--- src/rtl/id_ex_decode_if.sv ---
// Decode-to-execute handshake bundle: decode-side request, register operands,
// and the registered ALU-stage entry returned by the decoder.
interface id_ex_decode_if;
  logic        in_valid;
  logic        in_ready;
  logic [31:0] instr;
  logic [31:0] rs_data;
  logic [31:0] rt_data;
  logic        flush;
  logic        out_valid;
  logic        out_ready;
  logic [3:0]  alu_op;
  logic [31:0] alu_opnd1;
  logic [31:0] alu_opnd2;
  logic [4:0]  wr_reg;
  logic        wr_en;
  logic        illegal;
  logic [15:0] issue_cnt;

  modport master (
    output in_valid, instr, rs_data, rt_data, flush, out_ready,
    input  in_ready, out_valid, alu_op, alu_opnd1, alu_opnd2,
           wr_reg, wr_en, illegal, issue_cnt
  );

  modport slave (
    input  in_valid, instr, rs_data, rt_data, flush, out_ready,
    output in_ready, out_valid, alu_op, alu_opnd1, alu_opnd2,
           wr_reg, wr_en, illegal, issue_cnt
  );
endinterface

--- src/rtl/id_ex_decode.sv ---
// ID/EX pipeline register with MIPS ALU-subset decode: one registered entry,
// valid/ready handshake, flush, illegal-instruction flag and issue counter.
module id_ex_decode (
  input  logic           clk,
  input  logic           rst_n,
  id_ex_decode_if.slave  bus
);

  typedef enum logic [3:0] {
    ALU_ADD  = 4'b0000,
    ALU_AND  = 4'b0001,
    ALU_NOR  = 4'b0010,
    ALU_OR   = 4'b0011,
    ALU_MOV  = 4'b0100,
    ALU_SLL  = 4'b0101,
    ALU_SRL  = 4'b0110,
    ALU_SRA  = 4'b0111,
    ALU_SLT  = 4'b1000,
    ALU_SLTU = 4'b1001,
    ALU_SUB  = 4'b1010,
    ALU_XOR  = 4'b1011,
    ALU_CMP0 = 4'b1100
  } alu_op_e;

  logic [5:0]  opcode;
  logic [5:0]  funct;
  logic [31:0] imm_sext;
  logic [31:0] imm_zext;

  alu_op_e     dec_op;
  logic [31:0] dec_opnd1;
  logic [31:0] dec_opnd2;
  logic [4:0]  dec_wr_reg;
  logic        dec_illegal;

  logic        capture;

  logic        out_valid_q, out_valid_d;
  logic [3:0]  alu_op_q,    alu_op_d;
  logic [31:0] alu_opnd1_q, alu_opnd1_d;
  logic [31:0] alu_opnd2_q, alu_opnd2_d;
  logic [4:0]  wr_reg_q,    wr_reg_d;
  logic        wr_en_q,     wr_en_d;
  logic        illegal_q,   illegal_d;
  logic [15:0] issue_cnt_q, issue_cnt_d;

  // The rs index is already resolved into rs_data by the register file.
  logic unused_rs_idx;
  assign unused_rs_idx = ^bus.instr[25:21];

  assign opcode   = bus.instr[31:26];
  assign funct    = bus.instr[5:0];
  assign imm_sext = {{16{bus.instr[15]}}, bus.instr[15:0]};
  assign imm_zext = {16'b0, bus.instr[15:0]};

  always_comb begin
    dec_op      = ALU_ADD;
    dec_opnd1   = '0;
    dec_opnd2   = '0;
    dec_wr_reg  = '0;
    dec_illegal = 1'b0;

    case (opcode)
      6'b000000: begin
        dec_opnd1  = bus.rs_data;
        dec_opnd2  = bus.rt_data;
        dec_wr_reg = bus.instr[15:11];
        case (funct)
          6'b100000, 6'b100001: dec_op = ALU_ADD;
          6'b100010, 6'b100011: dec_op = ALU_SUB;
          6'b100100:            dec_op = ALU_AND;
          6'b100101:            dec_op = ALU_OR;
          6'b100110:            dec_op = ALU_XOR;
          6'b100111:            dec_op = ALU_NOR;
          6'b101010:            dec_op = ALU_SLT;
          6'b101011:            dec_op = ALU_SLTU;
          6'b001010:            dec_op = ALU_MOV;
          // Constant shifts carry shamt in opnd1 instead of rs.
          6'b000000: begin
            dec_op    = ALU_SLL;
            dec_opnd1 = {27'b0, bus.instr[10:6]};
          end
          6'b000010: begin
            dec_op    = ALU_SRL;
            dec_opnd1 = {27'b0, bus.instr[10:6]};
          end
          6'b000011: begin
            dec_op    = ALU_SRA;
            dec_opnd1 = {27'b0, bus.instr[10:6]};
          end
          6'b000100:            dec_op = ALU_SLL;
          6'b000110:            dec_op = ALU_SRL;
          6'b000111:            dec_op = ALU_SRA;
          default:              dec_illegal = 1'b1;
        endcase
      end
      6'b001000, 6'b001001, 6'b001010: begin
        dec_op     = (opcode == 6'b001010) ? ALU_SLT : ALU_ADD;
        dec_opnd1  = bus.rs_data;
        dec_opnd2  = imm_sext;
        dec_wr_reg = bus.instr[20:16];
      end
      6'b001100, 6'b001101, 6'b001110: begin
        dec_op     = (opcode == 6'b001100) ? ALU_AND :
                     (opcode == 6'b001101) ? ALU_OR  : ALU_XOR;
        dec_opnd1  = bus.rs_data;
        dec_opnd2  = imm_zext;
        dec_wr_reg = bus.instr[20:16];
      end
      6'b001111: begin
        dec_op     = ALU_SLL;
        dec_opnd1  = 32'd16;
        dec_opnd2  = imm_zext;
        dec_wr_reg = bus.instr[20:16];
      end
      default: dec_illegal = 1'b1;
    endcase

    if (dec_illegal) begin
      dec_op     = ALU_ADD;
      dec_opnd1  = '0;
      dec_opnd2  = '0;
      dec_wr_reg = '0;
    end
  end

  assign bus.in_ready = !out_valid_q || bus.out_ready;
  assign capture      = bus.in_valid && bus.in_ready && !bus.flush;

  always_comb begin
    out_valid_d = out_valid_q;
    alu_op_d    = alu_op_q;
    alu_opnd1_d = alu_opnd1_q;
    alu_opnd2_d = alu_opnd2_q;
    wr_reg_d    = wr_reg_q;
    wr_en_d     = wr_en_q;
    illegal_d   = illegal_q;
    issue_cnt_d = issue_cnt_q;

    // Flush wins over capture and consume alike.
    if (bus.flush) begin
      out_valid_d = 1'b0;
    end else if (capture) begin
      out_valid_d = 1'b1;
      alu_op_d    = dec_op;
      alu_opnd1_d = dec_opnd1;
      alu_opnd2_d = dec_opnd2;
      wr_reg_d    = dec_wr_reg;
      wr_en_d     = !dec_illegal && (dec_wr_reg != 5'd0);
      illegal_d   = dec_illegal;
      if (!dec_illegal) begin
        issue_cnt_d = issue_cnt_q + 16'd1;
      end
    end else if (bus.out_ready) begin
      out_valid_d = 1'b0;
    end
  end

  always_ff @(posedge clk or negedge rst_n) begin
    if (!rst_n) begin
      out_valid_q <= 1'b0;
      alu_op_q    <= 4'b0000;
      alu_opnd1_q <= '0;
      alu_opnd2_q <= '0;
      wr_reg_q    <= '0;
      wr_en_q     <= 1'b0;
      illegal_q   <= 1'b0;
      issue_cnt_q <= '0;
    end else begin
      out_valid_q <= out_valid_d;
      alu_op_q    <= alu_op_d;
      alu_opnd1_q <= alu_opnd1_d;
      alu_opnd2_q <= alu_opnd2_d;
      wr_reg_q    <= wr_reg_d;
      wr_en_q     <= wr_en_d;
      illegal_q   <= illegal_d;
      issue_cnt_q <= issue_cnt_d;
    end
  end

  assign bus.out_valid = out_valid_q;
  assign bus.alu_op    = alu_op_q;
  assign bus.alu_opnd1 = alu_opnd1_q;
  assign bus.alu_opnd2 = alu_opnd2_q;
  assign bus.wr_reg    = wr_reg_q;
  assign bus.wr_en     = wr_en_q;
  assign bus.illegal   = illegal_q;
  assign bus.issue_cnt = issue_cnt_q;

endmodule

--- src/flat_wrapper.sv ---
// flat-port wrapper written by rule: the top's interface ports become plain ports
module id_ex_decode_flat 
  (clk, rst_n, bus_in_valid, bus_instr, bus_rs_data, bus_rt_data, bus_flush, bus_out_ready, bus_in_ready, bus_out_valid, bus_alu_op, bus_alu_opnd1, bus_alu_opnd2, bus_wr_reg, bus_wr_en, bus_illegal, bus_issue_cnt);
  id_ex_decode_if bus_i ();
  input  logic clk;
  input  logic rst_n;
  input wire logic [$bits(bus_i.in_valid)-1:0] bus_in_valid;
  input wire logic [$bits(bus_i.instr)-1:0] bus_instr;
  input wire logic [$bits(bus_i.rs_data)-1:0] bus_rs_data;
  input wire logic [$bits(bus_i.rt_data)-1:0] bus_rt_data;
  input wire logic [$bits(bus_i.flush)-1:0] bus_flush;
  input wire logic [$bits(bus_i.out_ready)-1:0] bus_out_ready;
  output wire logic [$bits(bus_i.in_ready)-1:0] bus_in_ready;
  output wire logic [$bits(bus_i.out_valid)-1:0] bus_out_valid;
  output wire logic [$bits(bus_i.alu_op)-1:0] bus_alu_op;
  output wire logic [$bits(bus_i.alu_opnd1)-1:0] bus_alu_opnd1;
  output wire logic [$bits(bus_i.alu_opnd2)-1:0] bus_alu_opnd2;
  output wire logic [$bits(bus_i.wr_reg)-1:0] bus_wr_reg;
  output wire logic [$bits(bus_i.wr_en)-1:0] bus_wr_en;
  output wire logic [$bits(bus_i.illegal)-1:0] bus_illegal;
  output wire logic [$bits(bus_i.issue_cnt)-1:0] bus_issue_cnt;
  assign bus_i.in_valid = bus_in_valid;
  assign bus_i.instr = bus_instr;
  assign bus_i.rs_data = bus_rs_data;
  assign bus_i.rt_data = bus_rt_data;
  assign bus_i.flush = bus_flush;
  assign bus_i.out_ready = bus_out_ready;
  assign bus_in_ready = bus_i.in_ready;
  assign bus_out_valid = bus_i.out_valid;
  assign bus_alu_op = bus_i.alu_op;
  assign bus_alu_opnd1 = bus_i.alu_opnd1;
  assign bus_alu_opnd2 = bus_i.alu_opnd2;
  assign bus_wr_reg = bus_i.wr_reg;
  assign bus_wr_en = bus_i.wr_en;
  assign bus_illegal = bus_i.illegal;
  assign bus_issue_cnt = bus_i.issue_cnt;
  id_ex_decode u_core (.clk(clk), .rst_n(rst_n), .bus(bus_i));
endmodule
--- config.mk ---
export PLATFORM = sky130hd
export DESIGN_NAME = id_ex_decode_flat
export DESIGN_NICKNAME = d
export VERILOG_FILES = /design/src/rtl/id_ex_decode_if.sv /design/src/rtl/id_ex_decode.sv /design/src/flat_wrapper.sv
export SDC_FILE = /design/constraint.sdc
export NUM_CORES = 1
export LEC_CHECK = 0
export CAP_MARGIN = 20
export CORE_MARGIN = 10
export CORE_UTILIZATION = 45
export DETAILED_ROUTE_END_ITERATION = 10
export PLACE_DENSITY = 0.87
export SYNTH_ARGS = -nofsm -noshare
export SYNTH_HDL_FRONTEND = slang
export SYNTH_SLANG_ARGS = --single-unit
--- constraint.sdc ---
create_clock -name clk -period 5.7 [get_ports clk]
set_input_delay 0.855 -clock clk [delete_from_list [all_inputs] [get_ports clk]]
set_output_delay 0.855 -clock clk [all_outputs]
set_load 0.005 [all_outputs]
==> out/qor.yml <==
drc: 0
setup_tns_ns: 0
synth-edff-count: 0
synth_common_cells: "92 x dfrtp_1, 53 x nand2_1, 51 x o21ai_0"
vias: 3765
synthCells: 391
dieArea_um2: 13500
start_util_pct: 45.6
cts_buffer_depth: 2
antennaDiodeCount: 0
ctsHtreeMaxLevel: 3
ys_ff_latch: 92
areaGrowthSynthToFinish_pct: 51.2
dr.pass1.iters: 4
clock-sinks: 92
core_area_um2: 9110
route.antenna.remaining_nets: 0
max_freq_mhz: 314
tightest_slew_ns: 1.09
regArea_um2: 2300
avgSynthCellArea_um2: 10.6
yosysUniqueCellTypes: 47
grt_start_max_net_pins: 93
rrSetupSlack_ns: 3.24
leakage_nw: 2.57
cp.depth: 6
grt_pass1_wl_mm: 21.3
synth_top_area_cell: "dfrtp_1"
fin_crit_ns: 3.19
gp_congestion: 0.773
period_share_pct: 55.9
synthArstFlopShare_pct: 100
synth_flop_cell: "dfrtp_1"
grt_overflow: 0
fin_area_um2: 6280
rr_worst_depth: 5
rsz0062_at_grt: "false"
hpwlAfterDp_mm: 10.1
power.density_nw_per_um2: 210
row_count: 35
worstPathRequired_ns: 5.89
synth_area_um2: 4160
pre_cts_ws_ns: 2.14
clock_latency_ns: 0.35
synth_most_common_cell: "dfrtp_1"
yosysWarningCount: 0
critPathCaptureType: "flop"
crit_buf_inv: 1
synth-seq-area-share_pct: 55.4
cts-root-buf: "clkbuf_8"
hold_violations: 0
drive_above_1_share_pct: 6.48
setup_viol: 0
clk_pin_slew_ns: 0.10
path_cells: "clkdlybuf4s50_1 -> nor2b_1 -> o2bb2ai_1 -> o21ai_4 -> a21o_2 -> o21ai_0"
drv_slew: 0
max_slew_margin_pct: 27.0
slowest_delay_ns: 0.67
critPathTopFamily: "compound AO/OA/AOI/OAI gates"
cts_tree: "built"
crit_slowest_cell: "a21o_2"
multiInputGateArea_um2: 1720
numCtsBuffers: 9
grt_pass1_vias: 4033
cts_resized: 0
cp.arrival_ns: 3.37
io_buffer_count: 188
drt_iter0_markers: 339
die_w_um: 116
track_usage_pct: 19.8
worst_setup_path_start_kind: "input pin"
fin_ws_ns: 2.51
synth_nets: 493
num-fill-cells: 707
synth_top_area_share_pct: 55.4
max-cap-violations: 0
synth.area.top_cells: "dfrtp_1 55%, a22o_1 6.7%, o21ai_0 6.1%"
antenna_found_initial: 0
placed_cell_area_um2: 6100
nNetsFinal: 668
crit_type: "input pin to flop"
avgRoutedWirePerCell_um: 19.8
drt_wl_total_mm: 13.5
hold_path.class: "input pin to async pin"
postCtsSetupBuffers: 0
die_h_um: 116
ios: 194
path_max_fanout: 43
fin_skew_ns: 0.0149
vdd_drop_max_uv: 101
via_per_inst: 5.52
holdBufCountCts: 0
outcome: "finished, final reports clean"
[layout by cell type (no fill, tap or decap), types with 2 or more instances in the layout]
master,instances
a2111oi_2,5
a211oi_1,7
a21oi_1,20
a22o_1,32
a22oi_1,26
and3_1,2
buf_4,5
clkbuf_8,10
clkdlybuf4s50_1,187
clkinvlp_4,2
dfrtp_1,92
inv_1,5
nand2_1,53
nand2b_1,2
nand3_1,9
nand3b_1,2
nand4_1,3
nor2_1,5
nor2b_1,2
nor3_1,2
nor3b_2,2
o21ai_0,51
o32ai_1,2
or4_1,3
xnor2_1,2
xor2_1,14
[stage by stage]
| step | utilization [%] | power (mW) | hold slack (ns) | cells |
|---|---|---|---|---|
| final | 69.0 | 1.32 | 0.402 | 682 |
| after detailed placement | 67.0 | 0.918 | 0.470 | 666 |
| after global routing | 69.0 | 1.38 | 0.407 | 682 |
| after floorplan | - | 0.767 | 0.465 | 391 |
| after CTS | 69.0 | 1.34 | 0.400 | 682 |
| after global placement | 66.8 | 0.910 | 0.459 | 665 |
[final cells by class]
type / count / area share, %
inverters: 5 / 0.299
clock buffers: 11 / 2.25
clock inverters: 5 / 0.697
well taps: 111 / 2.21
repair buffers: 193 / 30.6
multi-input cells: 265 / 27.3
flip-flops and latches: 92 / 36.6
[per-layer routing]
metal,vias up,share of wire [%],track usage (%)
met2,176,47,32.8
met5,-,0,0
met4,0,2.1,6.42
met1,1777,39,22.6
li1,1793,-,-
met3,19,11,8.47
[final timing paths]
path,startpoint,end
max,bus_instr[0],u_core.bus.alu_opnd2[10]
min,rst_n,u_core.bus.issue_cnt[13]
max reg2reg,u_core.bus.out_valid,u_core.bus.alu_opnd2[10]
min reg2reg,u_core.bus.wr_reg[0],u_core.bus.wr_reg[0]
max in group asynchronous,rst_n,u_core.bus.wr_reg[4]
min in group clk,u_core.bus.wr_reg[0],u_core.bus.wr_reg[0]
[power breakdown]
part / switching [mW] / leakage, nW / internal, mW / total, mW
sequential: 0.0223 / 1.27 / 0.673 / 0.696
combinational: 0.0857 / 1.22 / 0.121 / 0.207
clock: 0.240 / 0.0881 / 0.176 / 0.416
total: 0.348 / 2.57 / 0.971 / 1.32
[kinds of logic after synthesis]
logic type	count (synthesis)	share of synthesized area, %
buf+inv	34	3.49
xor+xnor	16	3.37
mux	1	0.271
fa+ha+maj	1	0.301
flops	92	55.4
simple gates	91	10.5
compound gates	156	26.6
No activity file was read; power rests on OpenSTA's default activity.
